**src/rtl/ex_stage_pkg.sv**
```systemverilog
// ex_pkg: shared encodings for the MIPS execute stage.
//   - alu_op encodings driven by the decoder
//   - funct codes decoded when alu_op selects R-type
//   - mul_state_t: iterative multiplier FSM states
//   - ex_mem_t: contents of the EX/MEM pipeline register
package ex_pkg;

    localparam logic [1:0] ALU_ADD   = 2'b00;
    localparam logic [1:0] ALU_SUB   = 2'b01;
    localparam logic [1:0] ALU_FUNCT = 2'b10;
    localparam logic [1:0] ALU_RSVD  = 2'b11;

    localparam logic [5:0] FUNCT_ADD  = 6'h20;
    localparam logic [5:0] FUNCT_SUB  = 6'h22;
    localparam logic [5:0] FUNCT_AND  = 6'h24;
    localparam logic [5:0] FUNCT_OR   = 6'h25;
    localparam logic [5:0] FUNCT_SLT  = 6'h2A;
    localparam logic [5:0] FUNCT_MULT = 6'h18;

    typedef enum logic [1:0] {
        MUL_IDLE = 2'd0,
        MUL_BUSY = 2'd1,
        MUL_DONE = 2'd2
    } mul_state_t;

    typedef struct packed {
        logic [1:0]  control_wb;
        logic        branch;
        logic        mem_read;
        logic        mem_write;
        logic [31:0] branch_target;
        logic        alu_zero;
        logic [31:0] alu_result;
        logic [31:0] write_data;
        logic [4:0]  write_reg;
    } ex_mem_t;

endpackage

```
**src/rtl/ex_stage_if.sv**
```systemverilog
// ex_stage_if: ID/EX operands and controls into the execute stage, EX/MEM
// register outputs, the flush request from the memory stage and the stall
// back to the front end.
//   master: the surrounding pipeline (drives ID/EX + flush, sees EX/MEM + stall)
//   slave : ex_stage
interface ex_stage_if;
    logic [1:0]  control_wb;
    logic        branch;
    logic        mem_read;
    logic        mem_write;
    logic        alu_src;
    logic [1:0]  alu_op;
    logic        reg_dst;
    logic [31:0] pc_plus4;
    logic [31:0] read_data1;
    logic [31:0] read_data2;
    logic [31:0] sign_ext_imm;
    logic [4:0]  rt;
    logic [4:0]  rd;
    logic        flush;

    logic [1:0]  control_wb_out;
    logic        branch_out;
    logic        mem_read_out;
    logic        mem_write_out;
    logic [31:0] branch_target;
    logic        alu_zero;
    logic [31:0] alu_result;
    logic [31:0] write_data;
    logic [4:0]  write_reg;
    logic        stall;

    modport master (
        output control_wb, branch, mem_read, mem_write, alu_src, alu_op, reg_dst,
               pc_plus4, read_data1, read_data2, sign_ext_imm, rt, rd, flush,
        input  control_wb_out, branch_out, mem_read_out, mem_write_out,
               branch_target, alu_zero, alu_result, write_data, write_reg, stall
    );

    modport slave (
        input  control_wb, branch, mem_read, mem_write, alu_src, alu_op, reg_dst,
               pc_plus4, read_data1, read_data2, sign_ext_imm, rt, rd, flush,
        output control_wb_out, branch_out, mem_read_out, mem_write_out,
               branch_target, alu_zero, alu_result, write_data, write_reg, stall
    );
endinterface

```
**src/rtl/ex_stage_iter_multiplier.sv**
```systemverilog
// iter_multiplier: 32-cycle shift-add multiplier, low 32 bits of a*b.
//   clk_1, rst_1 : clock, async active-low reset
//   start        : mul present in EX (sampled only in IDLE)
//   abort        : squash from the memory stage; returns to IDLE from any state
//   a, b         : multiplicand / multiplier
//   busy         : high for the 32 iteration cycles
//   done         : high for the single cycle the product is valid
//   product      : accumulator
module iter_multiplier
    import ex_pkg::*;
(
    input  logic        clk_1,
    input  logic        rst_1,
    input  logic        start,
    input  logic        abort,
    input  logic [31:0] a,
    input  logic [31:0] b,
    output logic        busy,
    output logic        done,
    output logic [31:0] product
);

    mul_state_t  state;
    logic [31:0] mcand;
    logic [31:0] mplier;
    logic [31:0] acc;
    logic [4:0]  count;

    assign product = acc;

    always_ff @(posedge clk_1 or negedge rst_1) begin
        if (!rst_1) begin
            state  <= MUL_IDLE;
            mcand  <= '0;
            mplier <= '0;
            acc    <= '0;
            count  <= '0;
            busy   <= 1'b0;
            done   <= 1'b0;
        end else if (abort) begin
            state <= MUL_IDLE;
            count <= '0;
            busy  <= 1'b0;
            done  <= 1'b0;
        end else begin
            case (state)
                MUL_IDLE: begin
                    if (start) begin
                        mcand  <= a;
                        mplier <= b;
                        acc    <= '0;
                        count  <= '0;
                        busy   <= 1'b1;
                        state  <= MUL_BUSY;
                    end
                end
                MUL_BUSY: begin
                    if (mplier[0])
                        acc <= acc + mcand;
                    // Only the low 32 product bits are kept, so bits shifted
                    // out of the multiplicand can be dropped.
                    mcand  <= mcand << 1;
                    mplier <= mplier >> 1;
                    count  <= count + 5'd1;
                    if (count == 5'd31) begin
                        busy  <= 1'b0;
                        done  <= 1'b1;
                        state <= MUL_DONE;
                    end
                end
                MUL_DONE: begin
                    done  <= 1'b0;
                    state <= MUL_IDLE;
                end
                default: begin
                    busy  <= 1'b0;
                    done  <= 1'b0;
                    state <= MUL_IDLE;
                end
            endcase
        end
    end

endmodule

```
**src/rtl/ex_stage.sv**
```systemverilog
// ex_stage: MIPS execute stage. ALU, operand/destination muxes, branch
// target adder and the EX/MEM pipeline register. MULT runs on the
// iterative multiplier and stalls the front end while it works.
//   clk_1 : pipeline clock, rising edge
//   rst_1 : asynchronous active-low reset
//   pipe  : ex_stage_if.slave (ID/EX in, EX/MEM out, flush in, stall out)
module ex_stage
    import ex_pkg::*;
(
    input  logic        clk_1,
    input  logic        rst_1,
    ex_stage_if.slave   pipe
);

    logic [31:0] op_a;
    logic [31:0] op_b;
    logic [5:0]  funct;
    logic        mul_detect;
    logic        mul_busy;
    logic        mul_done;
    logic        mul_idle;
    logic [31:0] mul_product;
    logic [31:0] alu_out;
    ex_mem_t     ex_mem_d;
    ex_mem_t     ex_mem_q;

    assign op_a       = pipe.read_data1;
    assign op_b       = pipe.alu_src ? pipe.sign_ext_imm : pipe.read_data2;
    assign funct      = pipe.sign_ext_imm[5:0];
    assign mul_detect = (pipe.alu_op == ALU_FUNCT) && (funct == FUNCT_MULT);
    assign mul_idle   = !mul_busy && !mul_done;

    iter_multiplier u_mul (
        .clk_1   (clk_1),
        .rst_1   (rst_1),
        .start   (mul_detect),
        .abort   (pipe.flush),
        .a       (op_a),
        .b       (op_b),
        .busy    (mul_busy),
        .done    (mul_done),
        .product (mul_product)
    );

    // A flush in the detect cycle keeps the multiplier idle, so no stall then.
    // The rst_1 gate keeps stall low while a held mul sits in EX during reset.
    assign pipe.stall = rst_1 && ((mul_idle && mul_detect && !pipe.flush) || mul_busy);

    always_comb begin
        alu_out = '0;
        case (pipe.alu_op)
            ALU_ADD: alu_out = op_a + op_b;
            ALU_SUB: alu_out = op_a - op_b;
            ALU_FUNCT: begin
                case (funct)
                    FUNCT_ADD:  alu_out = op_a + op_b;
                    FUNCT_SUB:  alu_out = op_a - op_b;
                    FUNCT_AND:  alu_out = op_a & op_b;
                    FUNCT_OR:   alu_out = op_a | op_b;
                    FUNCT_SLT:  alu_out = {31'b0, $signed(op_a) < $signed(op_b)};
                    // Only reaches EX/MEM in the DONE cycle; stalls bubble it otherwise.
                    FUNCT_MULT: alu_out = mul_product;
                    default:    alu_out = '0;
                endcase
            end
            default: alu_out = '0;
        endcase
    end

    always_comb begin
        ex_mem_d               = '0;
        ex_mem_d.control_wb    = pipe.control_wb;
        ex_mem_d.branch        = pipe.branch;
        ex_mem_d.mem_read      = pipe.mem_read;
        ex_mem_d.mem_write     = pipe.mem_write;
        ex_mem_d.branch_target = pipe.pc_plus4 + (pipe.sign_ext_imm << 2);
        ex_mem_d.alu_zero      = (alu_out == 32'd0);
        ex_mem_d.alu_result    = alu_out;
        ex_mem_d.write_data    = pipe.read_data2;
        ex_mem_d.write_reg     = pipe.reg_dst ? pipe.rd : pipe.rt;
    end

    // Stall and flush both insert an all-zero bubble.
    always_ff @(posedge clk_1 or negedge rst_1) begin
        if (!rst_1)
            ex_mem_q <= '0;
        else if (pipe.flush || pipe.stall)
            ex_mem_q <= '0;
        else
            ex_mem_q <= ex_mem_d;
    end

    assign pipe.control_wb_out = ex_mem_q.control_wb;
    assign pipe.branch_out     = ex_mem_q.branch;
    assign pipe.mem_read_out   = ex_mem_q.mem_read;
    assign pipe.mem_write_out  = ex_mem_q.mem_write;
    assign pipe.branch_target  = ex_mem_q.branch_target;
    assign pipe.alu_zero       = ex_mem_q.alu_zero;
    assign pipe.alu_result     = ex_mem_q.alu_result;
    assign pipe.write_data     = ex_mem_q.write_data;
    assign pipe.write_reg      = ex_mem_q.write_reg;

endmodule

```
**src/flat_wrapper.sv**
```systemverilog
// flat-port wrapper written by rule: the top's interface ports become plain ports
module ex_stage_flat import ex_pkg::*;
  (clk_1, rst_1, pipe_control_wb, pipe_branch, pipe_mem_read, pipe_mem_write, pipe_alu_src, pipe_alu_op, pipe_reg_dst, pipe_pc_plus4, pipe_read_data1, pipe_read_data2, pipe_sign_ext_imm, pipe_rt, pipe_rd, pipe_flush, pipe_control_wb_out, pipe_branch_out, pipe_mem_read_out, pipe_mem_write_out, pipe_branch_target, pipe_alu_zero, pipe_alu_result, pipe_write_data, pipe_write_reg, pipe_stall);
  ex_stage_if pipe_i ();
  input  logic clk_1;
  input  logic rst_1;
  input wire logic [$bits(pipe_i.control_wb)-1:0] pipe_control_wb;
  input wire logic [$bits(pipe_i.branch)-1:0] pipe_branch;
  input wire logic [$bits(pipe_i.mem_read)-1:0] pipe_mem_read;
  input wire logic [$bits(pipe_i.mem_write)-1:0] pipe_mem_write;
  input wire logic [$bits(pipe_i.alu_src)-1:0] pipe_alu_src;
  input wire logic [$bits(pipe_i.alu_op)-1:0] pipe_alu_op;
  input wire logic [$bits(pipe_i.reg_dst)-1:0] pipe_reg_dst;
  input wire logic [$bits(pipe_i.pc_plus4)-1:0] pipe_pc_plus4;
  input wire logic [$bits(pipe_i.read_data1)-1:0] pipe_read_data1;
  input wire logic [$bits(pipe_i.read_data2)-1:0] pipe_read_data2;
  input wire logic [$bits(pipe_i.sign_ext_imm)-1:0] pipe_sign_ext_imm;
  input wire logic [$bits(pipe_i.rt)-1:0] pipe_rt;
  input wire logic [$bits(pipe_i.rd)-1:0] pipe_rd;
  input wire logic [$bits(pipe_i.flush)-1:0] pipe_flush;
  output wire logic [$bits(pipe_i.control_wb_out)-1:0] pipe_control_wb_out;
  output wire logic [$bits(pipe_i.branch_out)-1:0] pipe_branch_out;
  output wire logic [$bits(pipe_i.mem_read_out)-1:0] pipe_mem_read_out;
  output wire logic [$bits(pipe_i.mem_write_out)-1:0] pipe_mem_write_out;
  output wire logic [$bits(pipe_i.branch_target)-1:0] pipe_branch_target;
  output wire logic [$bits(pipe_i.alu_zero)-1:0] pipe_alu_zero;
  output wire logic [$bits(pipe_i.alu_result)-1:0] pipe_alu_result;
  output wire logic [$bits(pipe_i.write_data)-1:0] pipe_write_data;
  output wire logic [$bits(pipe_i.write_reg)-1:0] pipe_write_reg;
  output wire logic [$bits(pipe_i.stall)-1:0] pipe_stall;
  assign pipe_i.control_wb = pipe_control_wb;
  assign pipe_i.branch = pipe_branch;
  assign pipe_i.mem_read = pipe_mem_read;
  assign pipe_i.mem_write = pipe_mem_write;
  assign pipe_i.alu_src = pipe_alu_src;
  assign pipe_i.alu_op = pipe_alu_op;
  assign pipe_i.reg_dst = pipe_reg_dst;
  assign pipe_i.pc_plus4 = pipe_pc_plus4;
  assign pipe_i.read_data1 = pipe_read_data1;
  assign pipe_i.read_data2 = pipe_read_data2;
  assign pipe_i.sign_ext_imm = pipe_sign_ext_imm;
  assign pipe_i.rt = pipe_rt;
  assign pipe_i.rd = pipe_rd;
  assign pipe_i.flush = pipe_flush;
  assign pipe_control_wb_out = pipe_i.control_wb_out;
  assign pipe_branch_out = pipe_i.branch_out;
  assign pipe_mem_read_out = pipe_i.mem_read_out;
  assign pipe_mem_write_out = pipe_i.mem_write_out;
  assign pipe_branch_target = pipe_i.branch_target;
  assign pipe_alu_zero = pipe_i.alu_zero;
  assign pipe_alu_result = pipe_i.alu_result;
  assign pipe_write_data = pipe_i.write_data;
  assign pipe_write_reg = pipe_i.write_reg;
  assign pipe_stall = pipe_i.stall;
  ex_stage u_core (.clk_1(clk_1), .rst_1(rst_1), .pipe(pipe_i));
endmodule
```
**config.mk**
```make
export PLATFORM = sky130hd
export DESIGN_NAME = ex_stage_flat
export DESIGN_NICKNAME = d
export VERILOG_FILES = /design/src/rtl/ex_stage_pkg.sv /design/src/rtl/ex_stage_if.sv /design/src/rtl/ex_stage_iter_multiplier.sv /design/src/rtl/ex_stage.sv /design/src/flat_wrapper.sv
export SDC_FILE = /design/constraint.sdc
export NUM_CORES = 1
export LEC_CHECK = 0
export ABC_AREA = 1
export BUFFER_PORTS_ARGS = -buffer_cell sky130_fd_sc_hd__clkbuf_2
export CORE_ASPECT_RATIO = 1.75
export CORE_UTILIZATION = 58
export CTS_BUF_LIST = sky130_fd_sc_hd__clkbuf_16
export CTS_CLUSTER_SIZE = 24
export DETAILED_ROUTE_END_ITERATION = 10
export PLACE_DENSITY = 0.8
export SLEW_MARGIN = 20
export SYNTH_ARGS = -nofsm -noshare
export SYNTH_HDL_FRONTEND = slang
export SYNTH_SLANG_ARGS = --single-unit
```
**constraint.sdc**
```tcl
create_clock -name clk_1 -period 3 [get_ports clk_1]
set_clock_uncertainty 0.2 [all_clocks]
set_input_delay 0.15 -clock clk_1 [delete_from_list [all_inputs] [get_ports clk_1]]
set_output_delay 0.15 -clock clk_1 [all_outputs]
set_load 0.05 [all_outputs]
```
==> out/summary.txt, run 1 <==
Yosys Warn Count: 0
H-tree Lvls: 1
Total gr overflow: 85
Failed at: global routing (5_1_grt)
CTS Buffer Depth: 3
Initial Utilization: 0.5880
Largest net degree at the start of global routing: 123
Cell count after synthesis: 2847
Total GRT Usage: 0.6596
Die Height: 238.1 um
Synth top area share: 0.2871
Async set-reset flop share out of synthesis: 1.000
# IOs: 258
First-pass GRT wire length: 159900 um
Hpwl dp: 64950 um
Yosys reg bits: 212
Vias in the first global route: 26.56k
Pre-CTS setup slack: -0.7990 ns
Sequential share of the synthesized area: 0.2871
Die width: 136.9 um
Err: [ERROR GRT-0116] Global routing finished with congestion. Check the congestion regions in the DRC Viewer.
Clk sink count: 212
Count of input and output buffers: 257
Status: aborted with a tool error
Number of synthesized flops with an enable pin: 0
CTS root buf: clkbuf_16
Synthesized area per cell: 6.490 um^2
Post-synth design cell area: 0.01848 mm^2
Synth area leader: dfrtp_1
Net count after synthesis: 3159
Distinct cell type count after synthesis: 55
Num CTS Buffers: 22
Routability cong.: 1.181
Synth top area cells: dfrtp_1 (29%), nand2_1 (16%), ha_1 (11%)
Top_reg_cell synth: dfrtp_1
Row cnt: 86
==> cells by family after synthesis <==
logic type	synth area share
and+or+nand+nor	0.3167
adders and majority gates	0.1113
xor gates and xnor gates	0.01138
AOI/OAI and AO/OA	0.1592
DFF	0.2871
buffers and inverters	0.1138
muxes	0.0005418
==> synthesized netlist by cell type (4+ instances only) <==
| cell type | instances |
|---|---|
| nand2_1 | 766 |
| inv_1 | 444 |
| nor2_1 | 319 |
| dfrtp_1 | 212 |
| nand3_1 | 207 |
| o21ai_0 | 178 |
| a21oi_1 | 159 |
| ha_1 | 158 |
| a31oi_1 | 52 |
| o211ai_1 | 39 |
| clkbuf_1 | 37 |
| buf_2 | 30 |
| nand4_1 | 28 |
| or2_2 | 27 |
| o21bai_1 | 20 |
| nor3_1 | 17 |
| xor2_1 | 14 |
| o221ai_1 | 12 |
| a21o_1 | 11 |
| nor2_2 | 11 |
| o22ai_1 | 11 |
| inv_2 | 10 |
| xnor2_1 | 10 |
| buf_4 | 9 |
| nand3b_1 | 6 |
| nand2_2 | 5 |
| and2_1 | 4 |
| fa_1 | 4 |
| nor4_1 | 4 |
==> through the flow <==
step | instances | util | hold WS (ns) | instance area (um^2) | TNS (ns)
floorplan | 2847 | - | -0.3456 | 18480 | 0
global placement | 3784 | 0.7221 | -0.2004 | 22690 | -7.507
detailed placement | 3784 | 0.7221 | -0.1957 | 22690 | -8.205
CTS | 3961 | 0.7932 | 0.0007906 | 24920 | 0
==> layer usage <==
layer / overflow / global-route usage
met5: 0 / 0.01587
met4: 47 / 0.6896
met3: 1 / 0.4064
met2: 37 / 0.8927
met1: 0 / 0.6573
==> what timing repair did <==
item                       CTS
setup endpoints to repair    3
gates resized for setup     18
gates cloned                 0
buffers inserted             0
hold buffers               137
hold endpoints to repair   334
==> run 2, diff against run 1 <==
--- a/config.mk
+++ b/config.mk
@@ -7,12 +7,9 @@
 export LEC_CHECK = 0
 export ABC_AREA = 1
 export BUFFER_PORTS_ARGS = -buffer_cell sky130_fd_sc_hd__clkbuf_2
-export CORE_ASPECT_RATIO = 1.75
-export CORE_UTILIZATION = 58
-export CTS_BUF_LIST = sky130_fd_sc_hd__clkbuf_16
-export CTS_CLUSTER_SIZE = 24
+export CORE_UTILIZATION = 40
 export DETAILED_ROUTE_END_ITERATION = 10
-export PLACE_DENSITY = 0.8
+export PLACE_DENSITY_LB_ADDON = 0.15
 export SLEW_MARGIN = 20
 export SYNTH_ARGS = -nofsm -noshare
 export SYNTH_HDL_FRONTEND = slang
==> out/summary.txt, run 2 <==
Status: finished, final reports clean
Post-synth design cell area: 0.01848 mm^2
Sequential share of the synthesized area: 0.2871
Clk sink count: 212
Synth area leader: dfrtp_1
CP required: 3.30 ns
MaxCap Viol Count: 0
Critical R2R Launch: u_core.u_mul.mcand[3]
Worst path arrival time: 3.20 ns
Slew margin rel.: 0.4407
Total GRT Usage: 0.3436
Worst Tran Pin Value: 0.8380 ns
Hold Path Sink: u_core.pipe.branch_target[19]
Initial antenna violation count: 0
Synth Area in Compound Gates: 0.1592
Tcrit/Tclk final: 0.9684
Int Pwr: 7.291 mW
Most common cell in the synthesized netlist: nand2_1
Net count after synthesis: 3159
CP Max Fanout: 3
Slew Limit Fails: 0
Ant. Diodes: 0
Final-report setup violation count: 0
Count of input and output buffers: 257
Mux contribution to synthesized area: 0.0005417
Synth top cells by count: nand2_1 (766), inv_1 (444), nor2_1 (319)
Sequential share of power: 0.283
Worst skew pair latency: 0.57 ns
Synth top area cells: dfrtp_1 (29%), nand2_1 (16%), ha_1 (11%)
RR Endpoint: u_core.u_mul.product[27]
Async set-reset flop share out of synthesis: 1.000
Die Height: 216.9 um
Distinct cell type count after synthesis: 55
Largest net degree at the start of global routing: 123
Residual DRC: 0
Final Hold Vio Count: 0
First-pass GRT wire length: 123700 um
Most frequent cells in the layout: nand2_1 (752), buf_4 (445), inv_1 (442)
Commonest non-fill, non-tap cell in the layout: nand2_1
Hpwl dp: 65560 um
Flop2flop setup slack: 0.19 ns
Initial Utilization: 0.4063
Nets@finish: 3971
Critical Path, Cell by Cell: dlygate4sd3_1 -> clkbuf_2 -> inv_1 -> ha_1 -> fa_2 -> buf_4 -> xor2_1 -> nand2_1 -> nand2_1 -> o21ai_0 -> nand3_1 -> nor2_1 -> nand4_1 -> nor3_2 -> nand3_1 -> nor2_1
Combinational family with the most area after synthesis: simple AND/OR/NAND/NOR gates
CTS Buffer Depth: 3
Cell count after synthesis: 2847
PD cells: 449.9 mW/mm^2
Clk pwr share: 0.287
Worst hold start: pipe_sign_ext_imm[17]
Worst hold path stage count: 5
Synth top area share: 0.2871
WS Path Type: primary input to flop
Sw power: 4.676 mW
Yosys Warn Count: 0
Number of synthesized flops with an enable pin: 0
Clock-pin slew on the worst setup and hold paths: 0.06 ns
DIE AREA: 0.04705 mm^2
Filler instances: 4433
Initial drt markers: 1942
Maximum vdd drop: 0.4985 mV
RSZ-0062 raised after global routing: true
LEAKAGE: 14.46 nW
Crit end category: flop
CP Launch Type: primary input
Pre-antenna DRT Iters: 5
# IOs: 258
Min Tclk post-route: 2.905 ns
Routability cong.: 0.9962
H-tree Lvls: 1
Total gr overflow: 0
Synthesized area per cell: 6.490 um^2
CTS tree: done
Routed Antenna Nets: 0
Delay of the slowest cell on the worst path: 0.52 ns
Via-to-Cell Ratio: 5.167
Pwr Total: 11.97 mW
FF-to-FF path depth: 12
CTS root buf: clkbuf_16
Sw Ratio: 0.3908
Die width: 216.9 um
Yosys reg bits: 212
CP max-delay cell: dlygate4sd3_1
Top_reg_cell synth: dfrtp_1
Row cnt: 78
Highest clock rate: 0.3442 GHz
Vias in the first global route: 21.89k
Final WL: 81660 um
Post-synthesis simple-gate area fraction: 0.3167
Synth Area in Adders: 0.1113
Comb pwr share: 0.430
Share of cells above drive strength 1: 0.2520
CORE AREA: 0.04548 mm^2
Area grow syn2layout: 43.97%
Worst hold slack: 0.02305 ns
Via count: 22.11k
Hold Path Class: primary input to flop
Mean routed wirelength per cell: 19.08 um
Num CTS Buffers: 26
XOR/XNOR Fraction of Synth Area: 0.01138
## run 2: cell counts after synthesis
Identical to the previous run, type by type.
## run 2: how the worst max path moves through the flow
| stage | depth (start not counted) | to | start | slack (ns) |
|---|---|---|---|---|
| 2_1_floorplan | 22 | u_core.pipe.alu_zero | pipe_alu_src | 0.04 |
| 3_3_place_gp | 20 | u_core.pipe.alu_zero | pipe_alu_src | -1.06 |
| 3_5_place_dp | 20 | u_core.pipe.alu_zero | pipe_alu_src | -1.08 |
| 4_1_cts | 22 | u_core.pipe.alu_zero | pipe_read_data2[15] | 0.002 |
| 5_1_grt | 22 | u_core.pipe.alu_zero | pipe_read_data1[2] | -0.09 |
| 6_report | 16 | u_core.pipe.alu_zero | pipe_read_data1[0] | 0.09 |
## run 2: critical path, delay by kind of cell
kind                     cells  cell delay [ns]
buffers and inverters        4             0.89
AND/OR/NAND/NOR              8             1.13
AO/OA/AOI/OAI                1             0.25
XOR/XNOR                     1             0.16
adder cells (fa/ha/maj)      2             0.61
## run 2: through the flow
step / util / area (um^2) / worst slack, ns / instances / setup TNS (ns)
floorplan: - / 18480 / 0.03810 / 2847 / 0
global placement: 0.5208 / 23690 / -1.064 / 4080 / -11.57
detailed placement: 0.5208 / 23690 / -1.082 / 4080 / -12.42
CTS: 0.5755 / 26170 / 0.001553 / 4279 / 0
global route: 0.5849 / 26600 / -0.08565 / 4279 / -0.08565
finish: 0.5849 / 26600 / 0.09477 / 4279 / 0
## run 2: final cells by class
class                   instances  area [um^2]  share of cell area
clock buffers                  39        770.7             0.02897
flip-flops and latches        212         5305              0.1994
multi-input cells            2100        11540              0.4340
well taps                     600        750.7             0.02822
clock inverters                 9        150.1            0.005644
inverters                     455         1709             0.06425
repair buffers                864         6370              0.2395
## run 2: kinds of logic (layout without fill, tap and decap cells)
family | after synthesis | count (layout)
buffers and inverters | 535 | 1367
AOI/OAI and AO/OA | 509 | 509
xor gates and xnor gates | 24 | 24
adders and majority gates | 162 | 162
muxes | 1 | 1
DFF | 212 | 212
and+or+nand+nor | 1404 | 1404
## run 2: per-layer routing
metal,wire length [um],global-route usage
met5,0,0
met4,3924,0.1458
met3,4788,0.03843
met2,37540,0.5716
met1,35410,0.4510
## run 2: timing repair
action | CTS | global route
pin swaps | 0 | 4
hold buffers | 151 | 0
resized for setup | 20 | 121
setup buffers | 0 | 0
endpoints found under the hold margin | 331 | 0
endpoints found under the setup margin | 9 | 19
## run 2: power groups by stage
stage	registers (mW)	logic [mW]	clock network (mW)
final	3.38	5.15	3.44
after global placement	3.42	4.68	0
after global routing	3.42	5.60	3.59
after detailed placement	3.43	4.70	0
after floorplan	3.80	2.26	0
after CTS	3.38	4.94	3.48
Note: power is estimated with default switching activity, not from simulation.
